==> src/rtl/path_replay_pkg.sv <==
// path_replay_pkg
// Shared definitions for the maze-solver replay path:
//   - bits()        : address width needed to index x entries (min 1)
//   - DIR_*         : 2-bit move direction encodings shared with the solver
//   - state_t       : path_replay FSM state encoding
package path_replay_pkg;

    // Width of an index into an x-entry array; never returns 0 so that
    // degenerate sizes still produce legal vectors.
    function automatic int bits(input int x);
        return (x <= 1) ? 1 : $clog2(x);
    endfunction

    localparam logic [1:0] DIR_UP    = 2'b00;  // y-1
    localparam logic [1:0] DIR_RIGHT = 2'b01;  // x+1
    localparam logic [1:0] DIR_LEFT  = 2'b10;  // x-1
    localparam logic [1:0] DIR_DOWN  = 2'b11;  // y+1

    typedef enum logic [1:0] {
        ST_IDLE  = 2'b00,
        ST_DRAIN = 2'b01,
        ST_EMIT  = 2'b10,
        ST_DONE  = 2'b11
    } state_t;

endpackage

==> src/rtl/path_replay_move_step.sv <==
// path_replay_move_step
// Combinational single-cell stepper: applies one move direction to an
// (x,y) coordinate. Arithmetic wraps modulo 2^CW with no bounds check.
// The solver instantiates the same stepper for its own position tracking.
// Ports:
//   x, y   in  CW  current cell
//   dir    in  2   move direction (DIR_UP/RIGHT/LEFT/DOWN)
//   nx, ny out CW  cell after the move
module path_replay_move_step
    import path_replay_pkg::*;
#(
    parameter int CW = 4
) (
    input  logic [CW-1:0] x,
    input  logic [CW-1:0] y,
    input  logic [1:0]    dir,
    output logic [CW-1:0] nx,
    output logic [CW-1:0] ny
);

    always_comb begin
        nx = x;
        ny = y;
        case (dir)
            DIR_UP:    ny = y - CW'(1);
            DIR_RIGHT: nx = x + CW'(1);
            DIR_LEFT:  nx = x - CW'(1);
            default:   ny = y + CW'(1);
        endcase
    end

endmodule

==> src/rtl/path_replay.sv <==
// path_replay
// Drains the direction stack (last move first) into a local buffer, then
// replays the moves in forward order on a valid/ready stream together with
// the running cell coordinate after each move.
// Ports:
//   clk, rst    clock (rising edge) and asynchronous active-high reset
//   start       pulse that begins drain-and-replay (honoured in IDLE/DONE)
//   stk_empty   stack empty flag
//   stk_dout    stack data, valid the cycle after a sampled pop
//   stk_pop     pop request to the stack (DRAIN only)
//   mv_valid/mv_ready   move stream handshake
//   mv_dir      move direction
//   mv_x, mv_y  coordinate after applying mv_dir
//   mv_last     high with the final move
//   count       number of moves drained
//   done        replay complete, held in DONE
module path_replay
    import path_replay_pkg::*;
#(
    parameter int WIDTH   = 2,
    parameter int DEPTH   = 256,
    parameter int CW      = 4,
    parameter int START_X = 0,
    parameter int START_Y = 0
) (
    input  logic                   clk,
    input  logic                   rst,
    input  logic                   start,
    input  logic                   stk_empty,
    input  logic [WIDTH-1:0]       stk_dout,
    output logic                   stk_pop,
    output logic                   mv_valid,
    input  logic                   mv_ready,
    output logic [WIDTH-1:0]       mv_dir,
    output logic [CW-1:0]          mv_x,
    output logic [CW-1:0]          mv_y,
    output logic                   mv_last,
    output logic [bits(DEPTH):0]   count,
    output logic                   done
);

    localparam int AW   = bits(DEPTH);
    localparam int CNTW = AW + 1;

    state_t            state;
    logic [CNTW-1:0]   count_reg;
    logic [AW-1:0]     rd_ptr;
    logic              pop_d;
    logic [CW-1:0]     pos_x;
    logic [CW-1:0]     pos_y;
    logic              done_reg;

    // Move buffer: written during DRAIN, read through a registered port.
    logic [WIDTH-1:0]  mem [DEPTH];
    logic [WIDTH-1:0]  dir_reg;
    logic              rd_en;
    logic [AW-1:0]     rd_addr;
    logic [CNTW-1:0]   count_m1;

    logic [CW-1:0]     step_x;
    logic [CW-1:0]     step_y;
    logic              drain_exit;
    logic              handshake;

    assign count_m1   = count_reg - CNTW'(1);
    // Exit only once no capture is pending, so count is final here.
    assign drain_exit = (state == ST_DRAIN) && stk_empty && !pop_d;
    assign handshake  = (state == ST_EMIT) && mv_ready;

    assign stk_pop  = (state == ST_DRAIN) && !stk_empty;
    assign mv_valid = (state == ST_EMIT);
    assign mv_last  = (state == ST_EMIT) && (rd_ptr == '0);
    assign mv_dir   = mv_valid ? dir_reg : '0;
    assign mv_x     = mv_valid ? step_x  : '0;
    assign mv_y     = mv_valid ? step_y  : '0;
    assign count    = count_reg;
    assign done     = done_reg;

    // The next move is fetched one cycle ahead: on the DRAIN->EMIT
    // transition (first forward move) and on each non-final handshake,
    // so dir_reg always holds buf[rd_ptr] while in EMIT.
    always_comb begin
        rd_en   = 1'b0;
        rd_addr = rd_ptr - AW'(1);
        if (drain_exit && (count_reg != '0)) begin
            rd_en   = 1'b1;
            rd_addr = count_m1[AW-1:0];
        end else if (handshake && (rd_ptr != '0)) begin
            rd_en   = 1'b1;
        end
    end

    always_ff @(posedge clk) begin
        if ((state == ST_DRAIN) && pop_d) begin
            mem[count_reg[AW-1:0]] <= stk_dout;
        end
        if (rd_en) begin
            dir_reg <= mem[rd_addr];
        end
    end

    path_replay_move_step #(
        .CW (CW)
    ) u_step (
        .x   (pos_x),
        .y   (pos_y),
        .dir (dir_reg[1:0]),
        .nx  (step_x),
        .ny  (step_y)
    );

    always_ff @(posedge clk or posedge rst) begin
        if (rst) begin
            state     <= ST_IDLE;
            count_reg <= '0;
            rd_ptr    <= '0;
            pop_d     <= 1'b0;
            pos_x     <= CW'(START_X);
            pos_y     <= CW'(START_Y);
            done_reg  <= 1'b0;
        end else begin
            case (state)
                ST_IDLE, ST_DONE: begin
                    if (start) begin
                        state     <= ST_DRAIN;
                        count_reg <= '0;
                        pop_d     <= 1'b0;
                        pos_x     <= CW'(START_X);
                        pos_y     <= CW'(START_Y);
                        done_reg  <= 1'b0;
                    end
                end
                ST_DRAIN: begin
                    pop_d <= stk_pop;
                    if (pop_d) begin
                        count_reg <= count_reg + CNTW'(1);
                    end else if (stk_empty) begin
                        if (count_reg == '0) begin
                            state    <= ST_DONE;
                            done_reg <= 1'b1;
                        end else begin
                            state  <= ST_EMIT;
                            rd_ptr <= count_m1[AW-1:0];
                        end
                    end
                end
                ST_EMIT: begin
                    if (mv_ready) begin
                        pos_x <= step_x;
                        pos_y <= step_y;
                        if (rd_ptr == '0) begin
                            state    <= ST_DONE;
                            done_reg <= 1'b1;
                        end else begin
                            rd_ptr <= rd_ptr - AW'(1);
                        end
                    end
                end
                default: state <= ST_IDLE;
            endcase
        end
    end

endmodule
==> config.mk <==
export PLATFORM = sky130hd
export DESIGN_NAME = path_replay
export DESIGN_NICKNAME = d
export VERILOG_FILES = /design/src/rtl/path_replay_pkg.sv /design/src/rtl/path_replay_move_step.sv /design/src/rtl/path_replay.sv
export SDC_FILE = /design/constraint.sdc
export NUM_CORES = 1
export LEC_CHECK = 0
export ABC_AREA = 1
export CAP_MARGIN = 10
export CORE_MARGIN = 2
export CORE_UTILIZATION = 50
export CTS_CLUSTER_SIZE = 40
export DETAILED_ROUTE_END_ITERATION = 6
export PLACE_DENSITY = 0.73
export SYNTH_ARGS = -nofsm -noshare
export SYNTH_HDL_FRONTEND = slang
export SYNTH_SLANG_ARGS = --single-unit
export TNS_END_PERCENT = 1
==> constraint.sdc <==
create_clock -name clk -period 2.8 [get_ports clk]
set_input_delay 0.42 -clock clk [delete_from_list [all_inputs] [get_ports clk]]
set_output_delay 0.42 -clock clk [all_outputs]
set_load 0.01 [all_outputs]
==> impl_metrics.env, run 1 <==
export IMPL_critPathLaunchType="flip-flop"
export IMPL_status="finished, violations left"
export IMPL_path_depth=9
export IMPL_ys_flop_type="edfxtp_1"
export IMPL_slew_violations=0
export IMPL_fin_crit_sh=1.05
export IMPL_ys_ff_latch=543
export IMPL_post_synth_top_count_cell="nand2_1"
export IMPL_yosysWarningCount=0
export IMPL_viasPerCell=5.47
export IMPL_avgSynthCellArea_um2=9.47
export IMPL_synth_top_cell_by_area="edfxtp_1"
export IMPL_worst_slack_ns=-0.143
export IMPL_postRouteAntennaNets=0
export IMPL_drt_iter0_drc=1872
export IMPL_drive_above_1_share=0.0975
export IMPL_p_leak_nw=12.1
export IMPL_async_flop_share=0.0534
export IMPL_grt_start_max_net_pins=100
export IMPL_total_power_mw=33.9
export IMPL_path_cells="buf_6 > inv_6 > ha_4 > inv_1 > fa_1 > or2_2 > a21oi_1 > a211oi_1 > buf_2"
export IMPL_die_w_um=230
export IMPL_dr_total_vias=19100
export IMPL_path_class="reg2out"
export IMPL_synthTopCellsByArea="edfxtp_1, nand2_1, nand3_1"
export IMPL_area_growth_pct=15.0
export IMPL_nets=2811
export IMPL_fin_setup_tns_ns=-0.730
export IMPL_cp_max_fo=3
export IMPL_cts_reportedPaths_clkPinSlew_ns=0.06
export IMPL_largest_register_ffs=512
export IMPL_yosys_top_cells_count="nand2_1, edfxtp_1, nand3_1, inv_1, nor2_1"
export IMPL_ff_latch_area_um2=16200
export IMPL_ff2ff_path_depth=18
export IMPL_relSlewSlack=0.517
export IMPL_synth_seq_area_share=0.631
export IMPL_end_kind="output port"
export IMPL_dr_pass1_iters=5
export IMPL_max_cap_viol_count=0
export IMPL_synth_area_um2=25600
export IMPL_setup_violations=8
export IMPL_rsz0062_at_grt="yes"
export IMPL_crit_buf_inv=4
export IMPL_peakVddDrop_v=0.00104
export IMPL_core_um2=50400
export IMPL_clock_sinks=543
export IMPL_violations="negative setup slack"
export IMPL_place_area_um2=27400
export IMPL_place_hpwl_mm=41.6
export IMPL_worstSkewPairLatency_ns=0.60
export IMPL_fin_worst_skew_ns=0.00895
export IMPL_io_buffers=29
export IMPL_grt_overflow_total=0
export IMPL_num_rows=82
export IMPL_place_ws_ns=-0.510
export IMPL_clock_fmax_mhz=340
export IMPL_critPathMaxStageDelay_ns=0.39
export IMPL_finalInstanceArea_um2=29400
export IMPL_ys_types=41
export IMPL_r2r_start="count[0]"
export IMPL_worstPathRequired_ns=2.38
export IMPL_wl_mm=67.0
export IMPL_grt_use_total=0.254
export IMPL_diodes=0
export IMPL_critPathArrivalTime_ns=2.52
export IMPL_wl_per_cell_um=19.1
export IMPL_antenna_found_initial=0
export IMPL_fillers=4091
export IMPL_power_density_nw_per_um2=1150
export IMPL_io_pins=30
export IMPL_syn_num_nets=2728
export IMPL_cts_tree="built"
export IMPL_hold_viol_final=0
export IMPL_cp_startpoint="dir_reg[0]"
export IMPL_reg2reg_to="dir_reg[1]"
export IMPL_gp_congestion=0.884
export IMPL_tightestPinTransition_ns=0.722
export IMPL_grt_pass1_vias=19100
export IMPL_critPathSlowestCell="fa_1"
export IMPL_cts_buffer_depth=3
export IMPL_grt_pass1_wl_mm=104
export IMPL_hold_buffers=0
export IMPL_multi_input_area_um2=7270
export IMPL_cts_inserted_buffers=53
export IMPL_cts_root_buf="clkbuf_16"
export IMPL_hold_path_class="in2async"
export IMPL_fp_dieArea_um2=53000
export IMPL_cp_top_family="adder cells"
export IMPL_synth_cells=2704
export IMPL_fin_crit_ns=2.94
export IMPL_remaining_drc_errors=0
export IMPL_cts_max_level=2
export IMPL_initial_core_util=0.508
export IMPL_die_h_um=230
export IMPL_synth_top_area_frac=0.603
export IMPL_synth_edf_count=514
export IMPL_rrSetupSlack_ns=-0.09
[cell type report]
class | count | area share
Clock buffer | 70 | 0.0487
Clock inverter | 28 | 0.00693
Inverter | 441 | 0.0566
Multi-Input combinational cell | 1578 | 0.247
Sequential cell | 543 | 0.549
Tap cell | 672 | 0.0286
Timing Repair Buffer | 170 | 0.0634
[where the power goes]
group	switching [mW]	leakage [nW]	internal, mW
Combinational	11.3	6.26	6.58
Sequential	0.162	4.99	9.09
Clock	2.96	0.801	3.86
[layout by cell type, fill, tap and decap left out, types with 15 or more instances in the layout]
cell type / Yosys / final
nand2_1: 688 / 688
edfxtp_1: 514 / 514
nand3_1: 445 / 436
inv_1: 431 / 427
nor2_1: 288 / 286
buf_4: 20 / 96
clkbuf_16: 0 / 56
o21ai_0: 51 / 49
buf_12: 0 / 31
dfrtp_1: 29 / 29
clkdlybuf4s50_1: 0 / 21
clkinv_1: 2 / 17
clkbuf_1: 41 / 15
[how the worst max path moves through the flow]
stage	endpoint
final	mv_x[2]
after global routing	mv_y[3]
after CTS	mv_y[3]
after detailed placement	dir_reg[0]
after global placement	dir_reg[0]
after floorplan	dir_reg[0]
[logic make-up (layout without fill, tap and decap cells)]
group / Yosys count / count (layout) / share of synthesized area
and+or+nand+nor: 1450 / 1450 / 0.239
buffers and inverters: 583 / 709 / 0.0945
xor gates and xnor gates: 10 / 10 / 0.00342
DFF: 543 / 543 / 0.631
adders and majority gates: 17 / 17 / 0.00890
AOI/OAI and AO/OA: 101 / 101 / 0.0233
[routing by layer]
metal | GRT usage | vias to the layer above | share of wire
li1 | - | 8929 | -
met1 | 0.312 | 9124 | 0.38
met2 | 0.427 | 893 | 0.48
met3 | 0.0538 | 200 | 0.095
met4 | 0.122 | 0 | 0.049
met5 | 0 | - | 0
[worst min-delay path, delay by kind of cell]
kind	cells	cell delay, ns
buf+inv	3	0.80
[what timing repair did]
action	CTS	global route
hold endpoints to repair	0	0
cloned	1	1
endpoints found under the setup margin	11	12
resized for setup	59	17
pin swaps	10	10
setup buffers	7	1
[per-stage QoR]
stage	utilization	std cells	hold WS, ns
after floorplan	-	2704	0.485
after global placement	0.544	3394	0.476
after detailed placement	0.544	3394	0.498
after CTS	0.582	3500	0.191
after global routing	0.584	3502	0.237
final	0.584	3502	0.202
Power figures use the tool's default switching activity.
==> run 2: changes to the inputs <==
- DONT_BUFFER_PORTS: default -> 1
- PLACE_DENSITY: 0.73 -> 0.72
==> impl_metrics.env, run 2 (synthesis results as in run 1) <==
export IMPL_status="finished, violations left"
export IMPL_violations="negative setup slack"
export IMPL_dr_total_vias=19200
export IMPL_peakVddDrop_v=0.000934
export IMPL_p_leak_nw=12.0
export IMPL_cts_root_buf="clkbuf_16"
export IMPL_worstPathRequired_ns=2.38
export IMPL_io_pins=30
export IMPL_initial_core_util=0.508
export IMPL_grt_use_total=0.255
export IMPL_layout_common_cells="nand2_1, edfxtp_1, nand3_1, inv_1, nor2_1"
export IMPL_cts_reportedPaths_clkPinSlew_ns=0.06
export IMPL_clock_fmax_mhz=337
export IMPL_clock_sinks=543
export IMPL_postRouteAntennaNets=0
export IMPL_rsz0062_at_grt="yes"
export IMPL_setup_violations=6
export IMPL_area_growth_pct=14.2
export IMPL_path_cells="inv_2 > ha_4 > ha_1 > inv_1 > o21ba_2 > nor2_2 > nor2_1 > nand2_1 > o21ai_2 > a21oi_2"
export IMPL_critPathLaunchType="flip-flop"
export IMPL_critPathSlowestCell="edfxtp_1"
export IMPL_diodes=0
export IMPL_num_rows=82
export IMPL_grt_pass1_wl_mm=104
export IMPL_grt_pass1_vias=19200
export IMPL_remaining_drc_errors=0
export IMPL_cts_buffer_depth=3
export IMPL_drive_above_1_share=0.0932
export IMPL_total_power_mw=34.1
export IMPL_place_area_um2=26800
export IMPL_die_h_um=230
export IMPL_power_density_nw_per_um2=1170
export IMPL_cts_tree="built"
export IMPL_fp_dieArea_um2=53000
export IMPL_wl_per_cell_um=19.7
export IMPL_wl_mm=68.1
export IMPL_io_buffers=0
export IMPL_viasPerCell=5.54
export IMPL_final_common_cell="nand2_1"
export IMPL_max_cap_viol_count=0
export IMPL_place_hpwl_mm=39.9
export IMPL_critPathArrivalTime_ns=2.54
export IMPL_cts_inserted_buffers=57
export IMPL_nets=2769
export IMPL_drt_iter0_drc=2300
export IMPL_cp_max_fo=3
export IMPL_path_class="reg2out"
export IMPL_dr_pass1_iters=5
export IMPL_finalInstanceArea_um2=29200
export IMPL_tightestPinTransition_ns=0.831
export IMPL_hold_viol_final=0
export IMPL_grt_overflow_total=0
export IMPL_die_w_um=230
export IMPL_hold_path_class="in2reg"
export IMPL_grt_start_max_net_pins=164
export IMPL_worst_slack_ns=-0.164
export IMPL_antenna_found_initial=0
export IMPL_fin_crit_sh=1.06
export IMPL_cts_max_level=2
export IMPL_worstSkewPairLatency_ns=0.63
export IMPL_fin_crit_ns=2.96
export IMPL_fin_setup_tns_ns=-0.633
export IMPL_relSlewSlack=0.440
export IMPL_critPathMaxStageDelay_ns=0.49
export IMPL_slew_violations=0
export IMPL_fin_worst_skew_ns=0.0246
export IMPL_gp_congestion=0.906
export IMPL_largest_register_ffs=512
export IMPL_place_ws_ns=-0.127
export IMPL_core_um2=50400
export IMPL_end_kind="output port"
## run 2: changes by cell type in the layout (fill, tap and decap cells not counted), sizes merged
cell / before / now
clkdlybuf4s50: 21 / 0
dlygate4sd2: 1 / 0
nand2: 697 / 699
buf: 146 / 119
clkdlybuf4s15: 1 / 0
inv: 439 / 441
clkinv: 26 / 19
bufinv: 3 / 7
dlygate4sd3: 0 / 1
clkbuf: 71 / 78
## run 2: area by class of cell
cell class | instances | area, um2
tap | 672 | 841
sequential | 543 | 16200
inverter | 441 | 1660
multi-input combinational | 1580 | 7260
timing repair buffer | 122 | 1450
fill | 4126 | 21100
clock inverter | 27 | 343
clock buffer | 76 | 1540
## run 2: path summary, 6_finish.rpt
kind	cells after the start	end	start	slack, ns
worst max-delay path	10	mv_x[3]	dir_reg[0]	-0.16
worst min-delay path	4	pop_d	start	0.09
worst max register to register	19	dir_reg[1]	count[0]	-0.13
worst min register to register	2	rd_ptr[7]	rd_ptr[7]	0.55
max in group asynchronous	3	count[2]	rst	2.21
min in group asynchronous	3	rd_ptr[1]	rst	0.31
## run 2: per-stage QoR
stage          hold slack, ns  std cells   util
2_1_floorplan           0.485       2704      -
3_3_place_gp            0.407       3338  0.533
3_5_place_dp            0.411       3338  0.533
4_1_cts                0.0580       3447  0.574
5_1_grt                 0.118       3461  0.581
6_report               0.0895       3461  0.581
## run 2: layer usage
layer / wire, um / track usage
met1: 26700 / 0.325
met2: 32100 / 0.417
met3: 6160 / 0.0500
met4: 3160 / 0.125
met5: 0 / 0
## run 2: critical path: cells and delay by family, from the launching register on
family,cells,cell delay (ns)
AO/OA/AOI/OAI,3,0.51
adder cells (fa/ha/maj),2,0.47
buffers and inverters,2,0.18
flip-flops,1,0.49
AND/OR/NAND/NOR,3,0.26
## run 2: power breakdown
part | leakage [nW] | internal [mW] | switching (mW)
sequential | 4.99 | 9.09 | 0.178
clock | 0.918 | 4.51 | 3.18
combinational | 6.06 | 6.00 | 11.2
total | 12.0 | 19.6 | 14.5
## run 2: what timing repair did
| action | in CTS | in global routing |
|---|---|---|
| hold buffers | 5 | 0 |
| gates resized for setup | 17 | 28 |
| pin swaps | 2 | 7 |
| buffers inserted | 1 | 11 |
| gates cloned | 0 | 4 |
| setup endpoints to repair | 8 | 8 |
| hold endpoints to repair | 337 | 0 |
